$ cat src/rtl/alu_share_ctrl.sv
// Two-requester round-robin sequencer around one shared combinational ALU.
// Each accepted op gets one EXEC cycle on the ALU and its result is returned over valid/ready.
module alu_share_ctrl #(
    parameter int unsigned CNT_WIDTH = 16,
    localparam int unsigned DW  = 32,
    localparam int unsigned OPW = 3,
    localparam int unsigned FW  = 4
) (
    input  logic                 clk,
    input  logic                 reset,
    input  logic                 req0_valid,
    output logic                 req0_ready,
    input  logic [DW-1:0]        req0_a,
    input  logic [DW-1:0]        req0_b,
    input  logic [OPW-1:0]       req0_op,
    input  logic                 req1_valid,
    output logic                 req1_ready,
    input  logic [DW-1:0]        req1_a,
    input  logic [DW-1:0]        req1_b,
    input  logic [OPW-1:0]       req1_op,
    output logic                 resp0_valid,
    input  logic                 resp0_ready,
    output logic [DW-1:0]        resp0_data,
    output logic [FW-1:0]        resp0_flags,
    output logic                 resp1_valid,
    input  logic                 resp1_ready,
    output logic [DW-1:0]        resp1_data,
    output logic [FW-1:0]        resp1_flags,
    output logic [DW-1:0]        alu_busA,
    output logic [DW-1:0]        alu_busB,
    output logic [OPW-1:0]       alu_control,
    input  logic [DW-1:0]        alu_dataOut,
    input  logic                 alu_zero,
    input  logic                 alu_overflow,
    input  logic                 alu_carryout,
    input  logic                 alu_negative,
    output logic [FW-1:0]        status_flags,
    output logic [CNT_WIDTH-1:0] op_count
);

    localparam logic [OPW-1:0] OP_NOP = OPW'(0);

    typedef enum logic [1:0] {
        S_IDLE = 2'd0,
        S_EXEC = 2'd1,
        S_RESP = 2'd2
    } state_t;

    state_t               state_q, state_d;
    logic                 last_grant_q, owner_q;
    logic [DW-1:0]        bus_a_q, bus_b_q, result_q;
    logic [OPW-1:0]       ctrl_q;
    logic [FW-1:0]        rflags_q, status_q;
    logic [CNT_WIDTH-1:0] count_q;
    logic                 resp0_valid_q, resp1_valid_q;

    logic                 gnt0_c, gnt1_c, accept_c, capture_c, resp_done_c;
    logic [DW-1:0]        cap_data_c;
    logic [FW-1:0]        cap_flags_c;

    // Next state, round-robin grant and per-state strobes
    always_comb begin
        state_d     = state_q;
        gnt0_c      = 1'b0;
        gnt1_c      = 1'b0;
        accept_c    = 1'b0;
        capture_c   = 1'b0;
        resp_done_c = 1'b0;
        case (state_q)
            S_IDLE: begin
                if (req0_valid && req1_valid) begin
                    gnt0_c = last_grant_q;
                    gnt1_c = ~last_grant_q;
                end else begin
                    gnt0_c = req0_valid;
                    gnt1_c = req1_valid;
                end
                accept_c = gnt0_c | gnt1_c;
                if (accept_c) state_d = S_EXEC;
            end
            S_EXEC: begin
                capture_c = 1'b1;
                state_d   = S_RESP;
            end
            S_RESP: begin
                resp_done_c = owner_q ? resp1_ready : resp0_ready;
                if (resp_done_c) state_d = S_IDLE;
            end
            default: state_d = S_IDLE;
        endcase
    end

    // A NOP returns all-zero result and flags regardless of what the ALU shows
    always_comb begin
        cap_data_c  = alu_dataOut;
        cap_flags_c = {alu_negative, alu_zero, alu_carryout, alu_overflow};
        if (ctrl_q == OP_NOP) begin
            cap_data_c  = '0;
            cap_flags_c = '0;
        end
    end

    always_ff @(posedge clk) begin
        if (reset) state_q <= S_IDLE;
        else       state_q <= state_d;
    end

    // ALU drive registers double as the operand latch; they are cleared when EXEC ends
    always_ff @(posedge clk) begin
        if (reset) begin
            last_grant_q  <= 1'b1;
            owner_q       <= 1'b0;
            bus_a_q       <= '0;
            bus_b_q       <= '0;
            ctrl_q        <= '0;
            result_q      <= '0;
            rflags_q      <= '0;
            status_q      <= '0;
            count_q       <= '0;
            resp0_valid_q <= 1'b0;
            resp1_valid_q <= 1'b0;
        end else if (accept_c) begin
            owner_q      <= gnt1_c;
            last_grant_q <= gnt1_c;
            bus_a_q      <= gnt1_c ? req1_a  : req0_a;
            bus_b_q      <= gnt1_c ? req1_b  : req0_b;
            ctrl_q       <= gnt1_c ? req1_op : req0_op;
        end else if (capture_c) begin
            bus_a_q       <= '0;
            bus_b_q       <= '0;
            ctrl_q        <= '0;
            result_q      <= cap_data_c;
            rflags_q      <= cap_flags_c;
            status_q      <= cap_flags_c;
            count_q       <= count_q + CNT_WIDTH'(1);
            resp0_valid_q <= ~owner_q;
            resp1_valid_q <= owner_q;
        end else if (resp_done_c) begin
            resp0_valid_q <= 1'b0;
            resp1_valid_q <= 1'b0;
        end
    end

    assign req0_ready   = gnt0_c & ~reset;
    assign req1_ready   = gnt1_c & ~reset;
    assign resp0_valid  = resp0_valid_q;
    assign resp1_valid  = resp1_valid_q;
    assign resp0_data   = result_q;
    assign resp1_data   = result_q;
    assign resp0_flags  = rflags_q;
    assign resp1_flags  = rflags_q;
    assign alu_busA     = bus_a_q;
    assign alu_busB     = bus_b_q;
    assign alu_control  = ctrl_q;
    assign status_flags = status_q;
    assign op_count     = count_q;

endmodule

$ cat config.mk
export PLATFORM = sky130hd
export DESIGN_NAME = alu_share_ctrl
export DESIGN_NICKNAME = d
export VERILOG_FILES = /design/src/rtl/alu_share_ctrl.sv
export SDC_FILE = /design/constraint.sdc
export NUM_CORES = 1
export LEC_CHECK = 0
export CORE_AREA = 2 2 130 132
export DETAILED_ROUTE_END_ITERATION = 8
export DIE_AREA = 0 0 132 134
export GPL_TIMING_DRIVEN = 0
export PLACE_DENSITY = 0.78
export SETUP_SLACK_MARGIN = 0.4
export SLEW_MARGIN = 20
export SYNTH_ARGS = -nofsm -noshare
export SYNTH_HDL_FRONTEND = slang
export SYNTH_SLANG_ARGS = --single-unit
$ cat constraint.sdc
create_clock -name clk -period 3.3 [get_ports clk]
set_input_delay 0.99 -clock clk [delete_from_list [all_inputs] [get_ports clk]]
set_output_delay 0.99 -clock clk [all_outputs]
set_load 0.05 [all_outputs]
Yosys cells after proc, flatten, opt, wreduce, memory -nomap -nowiden. Index checks and enable logic that the tools add are counted.

Register bits after elaboration: 125. Bits in latches: 0. RAM bits: 0. Bits in read-only memories: 0. Input bits: 176. Output and inout port bits: 163. Memories: 0.

$add $sub $neg: 1. $mul: 0. Divide/modulo/power cells: 0. Magnitude comparators: 0. Equal/unequal tests: 4. Shift operators: 0. Mux-type cells: 26. Bitwise operators: 7. Reductions and logical operators: 8.

Operators by type and width (number): 32-bit 2-to-1 mux (6); 16-bit by 1-bit adder with 16-bit output, second input constant (1); 1-bit 2-to-1 mux (13); 3-bit 2-to-1 mux (3); 2-bit one-hot mux with 3 select lines (1); 2-bit AND reduction (3); 2-bit 2-to-1 mux (2); 4-bit 2-to-1 mux (1); 2-bit inequality test, second input constant (2); 1-bit inverter (4); 2-bit nonzero test (2); 3-bit logical NOT (1); 1-bit AND (2); 2-bit by 1-bit equality test with 1-bit output, second input constant (1); 2-bit equality test, second input constant (1); 2-bit logical NOT (1); 1-bit logical AND (1); 1-bit OR (1).

Logic depth before layout (Yosys ltp).
Word-level depth: 7. Gate-level depth with buffers: 8. Gate-level depth less buffers: 4.

Worst setup path before layout. Ideal clock, no wire load.

Kind: input to output. From: input reset. To: output req1_ready. Arrival time: 2.234 ns. Required time: 2.310 ns. Setup slack: 0.076 ns. Stages: 4. Cells stage by stage: clkbuf_1 clkbuf_1 clkbuf_1 nor2_1.

Word-level cells in the longest chain between the ends: 2.

Ends and longest elaborated chain: start: declaration (RTL line 10) `input logic reset,`; 1-bit inverter (RTL line 145) `assign req1_ready = gnt1_c & ~reset;`; 1-bit AND (RTL line 145); end: declaration (RTL line 17) `output logic req1_ready,`.

No other way between the ends.

Final worst setup path.
From: input req0_valid. To: output req1_ready.

Word-level cells in the longest chain between the ends: 5.

Ends and longest elaborated chain: start: declaration (RTL line 11) `input logic req0_valid,`; 1-bit logical AND (RTL line 71) `if (req0_valid && req1_valid) begin`; 1-bit 2-to-1 mux (RTL line 71); 1-bit 2-to-1 mux (2 in series) (RTL line 69) `case (state_q)`; 1-bit AND (RTL line 145).

No other way between the ends. The select of a mux whose other input is x is not followed.

==> flow_summary_export.csv <==
group,metric,value,unit
run_status,status,"finished clean",
critical_path,startpoint_type,"input pin",
synth,yosysUniqueCellTypes,40,
critical_path,cp-end-kind,"primary output",
cts,cts.sink_count,125,
synth,syn_nets,681,
sta,drv_slew,0,
synth,synthTopCellsByArea,"dfxtp_1 48%, mux2i_1 13%, o2bb2ai_1 11%",
synth,ys_seq_area_share,47.5,%
global_routing,groute.usage.overall,20.8,%
synth,synth_largest_area_cell,"dfxtp_1",
route,ant_nets,0,
route,drt-initial-drc-count,171,
cts,clkTransAtPathRegs,50,ps
critical_path,slowest_stage,"buf_8",
global_routing,antenna_found_initial,1,
route,drt_pass1_iterations,4,
die,dieArea,17700,um2
cts,cts_buffers,17,
cells_and_area,fin_cells,1096,
synth,yosysWarnings,0,
cells_and_area,fin_util,58.8,%
sta,fin_crit_sh,86.4,%
placed_design,port_buffers,337,
critical_path,crit_buf_inv,5,
power,p_clk_share,38.4,%
synth,syn_area,5270,um2
placed_design,gp_congestion,0.779,
die,core,16300,um2
synth,postSynthAreaPerCell,10.4,um2
power,internal-power,3.37,mW
sta,setup_ws,448,ps
power,swShare,30.1,%
placed_design,dp_hpwl,14.3,mm
cts,tritoncts,"built",
cells_and_area,area_growth,81.8,%
critical_path,cp_common_cell,"buf_12",
route,num_vias,5125,
route,wl,18.3,mm
die,pin_count,339,
cts,clk_latency,420,ps
synth,synth_cells,504,
power,powerDensity,504,nW/um2
die,std_cell_rows,47,
cts,h-tree-depth,4,
flow_run,cap_violations,0,
sta,fmax,351,MHz
synth,synth_top_area_share,47.5,%
route,viasPerCell,4.68,
cts,cts_buffer_depth,2,
sta,fin_worst_skew,10.1,ps
global_routing,grt_max_degree,17,
cells_and_area,final_nets,1040,
power,p_sw,1.45,mW
sta,rsz0062_at_grt,"false",
critical_path,path_class,"input pin to primary output",
route,post-route-drc-count,0,
critical_path,crit_fanout,5,
cts,root_buffer,"clkbuf_16",
power,max-vdd-ir-drop,0.343,mV
cells_and_area,final_cell_area,9570,um2
sta,tightest_slew,584,ps
cells_and_area,fillers,1396,
sta,max_slew_margin,61.1,%
die,start_util,32.3,%
critical_path,arrival,1860,ps
power,pwr-share-seq,34.9,%
global_routing,first_global_vias,5202,
cells_and_area,drive_above_1_share,12.9,%
critical_path,critical_path.top_delay_family,"buffers and inverters",
placed_design,post-place-ws,-770,ps
critical_path,cpPeakStageDelay,150,ps
global_routing,overflow,0,
global_routing,grt_pass1_wl,28.6,mm
placed_design,placed_cell_area,8920,um2
power,power.leakage,3.96,nW
die,die_height,134,um
die,die_x,132,um
route,wl_per_cell,16.7,um
sta,tns,0,ps
placed_design,dp_cells,1061,
sta,finalCriticalPeriod,2850,ps
sta,final_hold_viol_count,0,
power,p_comb_share,26.7,%
synth,ys_ff_latch,125,
critical_path,cp.required,2310,ps
sta,setup_viol,0,
critical_path,crit_chain,"buf_4, nand2_2, nand3_2, buf_6, buf_12, buf_12, nor2_4, buf_8",
worst_hold_path,holdCritPathClass,"flip-flop to flip-flop",
layout by cell type (no fill, tap or decap), types with 2 or more instances in the layout:
master | netlist | layout
nand2b_1 | 2 | 2
dfxtp_1 | 125 | 125
buf_6 | 4 | 4
bufinv_16 | 0 | 2
clkbuf_1 | 10 | 10
nor3_1 | 3 | 3
mux2_2 | 2 | 2
inv_1 | 3 | 3
nor2b_1 | 3 | 3
buf_4 | 43 | 47
o2bb2ai_1 | 67 | 67
clkbuf_16 | 0 | 17
nand4_1 | 7 | 7
buf_2 | 17 | 18
mux2i_1 | 68 | 68
clkinv_2 | 0 | 3
buf_1 | 5 | 5
xor2_1 | 7 | 7
and3_1 | 2 | 2
nand2_1 | 12 | 11
o21ai_0 | 3 | 3
nor4_1 | 2 | 2
nor2_1 | 53 | 52
nor2_2 | 2 | 2
a21oi_1 | 7 | 7
xnor2_1 | 3 | 3
or3_1 | 2 | 2
a22oi_1 | 36 | 36
buf_12 | 0 | 2
clkbuf_8 | 0 | 5
clkdlybuf4s50_1 | 0 | 333
power by group through the flow:
stage,logic [mW],clock network [mW],registers (mW)
floorplan,0.397,0,2.05
global placement,1.28,0,1.71
detailed placement,1.28,0,1.71
CTS,1.30,1.90,1.69
global route,1.36,1.96,1.70
finish,1.29,1.85,1.69
cell usage after synthesis (all sizes together):
cell     count
dfxtp      125
buf         69
mux2i       68
o2bb2ai     67
nor2        55
a22oi       36
nand2       12
clkbuf      10
a21oi        7
nand4        7
xor2         7
nor3         4
o21ai        4
inv          3
nand3        3
nor2b        3
xnor2        3
and3         2
mux2         2
nand2b       2
nor4         2
or3          2
a211o        1
a31o         1
and4         1
and4b        1
ha           1
nand3b       1
nand4b       1
nor3b        1
o211a        1
o21bai       1
or2b         1
kinds of logic (layout without fill, tap and decap cells):
| group | Yosys count | after routing | share of synthesized area [%] |
|---|---|---|---|
| other | 0 | 1 | 0 |
| muxes | 70 | 70 | 13.4 |
| and+or+nand+nor | 98 | 98 | 9.36 |
| AOI/OAI and AO/OA | 118 | 118 | 18.0 |
| DFF | 125 | 125 | 47.5 |
| adders and majority gates | 1 | 1 | 0.238 |
| xor gates and xnor gates | 10 | 10 | 1.66 |
| buffers and inverters | 82 | 453 | 9.88 |
area by class of cell:
| type | count | area, um2 | share of cell area, % |
|---|---|---|---|
| repair buffers | 340 | 3390 | 35.4 |
| plain buffers | 79 | 546 | 5.70 |
| diodes | 1 | 2.50 | 0.0261 |
| multi-input cells | 297 | 2260 | 23.6 |
| well taps | 220 | 275 | 2.88 |
| inverters | 3 | 11.3 | 0.118 |
| clock inverters | 6 | 82.6 | 0.863 |
| clock buffers | 25 | 505 | 5.28 |
| flip-flops and latches | 125 | 2500 | 26.1 |
layer usage:
| metal | share of wire, % | up-vias | GRT usage [%] |
|---|---|---|---|
| li1 | - | 2510 | - |
| met1 | 39 | 2346 | 23.1 |
| met2 | 50 | 239 | 36.8 |
| met3 | 8.0 | 30 | 7.26 |
| met4 | 2.3 | 0 | 7.67 |
| met5 | 0 | - | 0 |
through the flow:
step | power [mW] | hold slack [ps]
detailed placement | 3.00 | 447
global route | 5.01 | 472
finish | 4.83 | 460
global placement | 2.99 | 443
CTS | 4.89 | 463
floorplan | 2.45 | 463
sequential cells by signal, summed over array words and instances (netlist names):
name and flops:
op_count 16, owner_q 1, last_grant_q 1, state_q 2, alu_busA 32, resp0_data 32
resp0_valid 1, status_flags 4, alu_control 3, alu_busB 32, resp1_valid 1
final timing paths:
check               start        endpoint  slack, ps  cells after the start
min          alu_busA[24]    alu_busA[24]        460                      1
max reg2reg    state_q[0]  alu_control[1]       1620                      8
max            req0_valid      req1_ready        450                      8
min reg2reg  alu_busA[24]    alu_busA[24]        460                      1
what timing repair did:
action                                  4_1_cts  5_1_grt
resized for setup                            33        3
endpoints found under the setup margin        2        1
hold endpoints to repair                      0        0
hold buffers                                  0        0
setup buffers                                 3        0
pin swaps                                     1        2
Note: power is estimated with default switching activity, not from simulation.
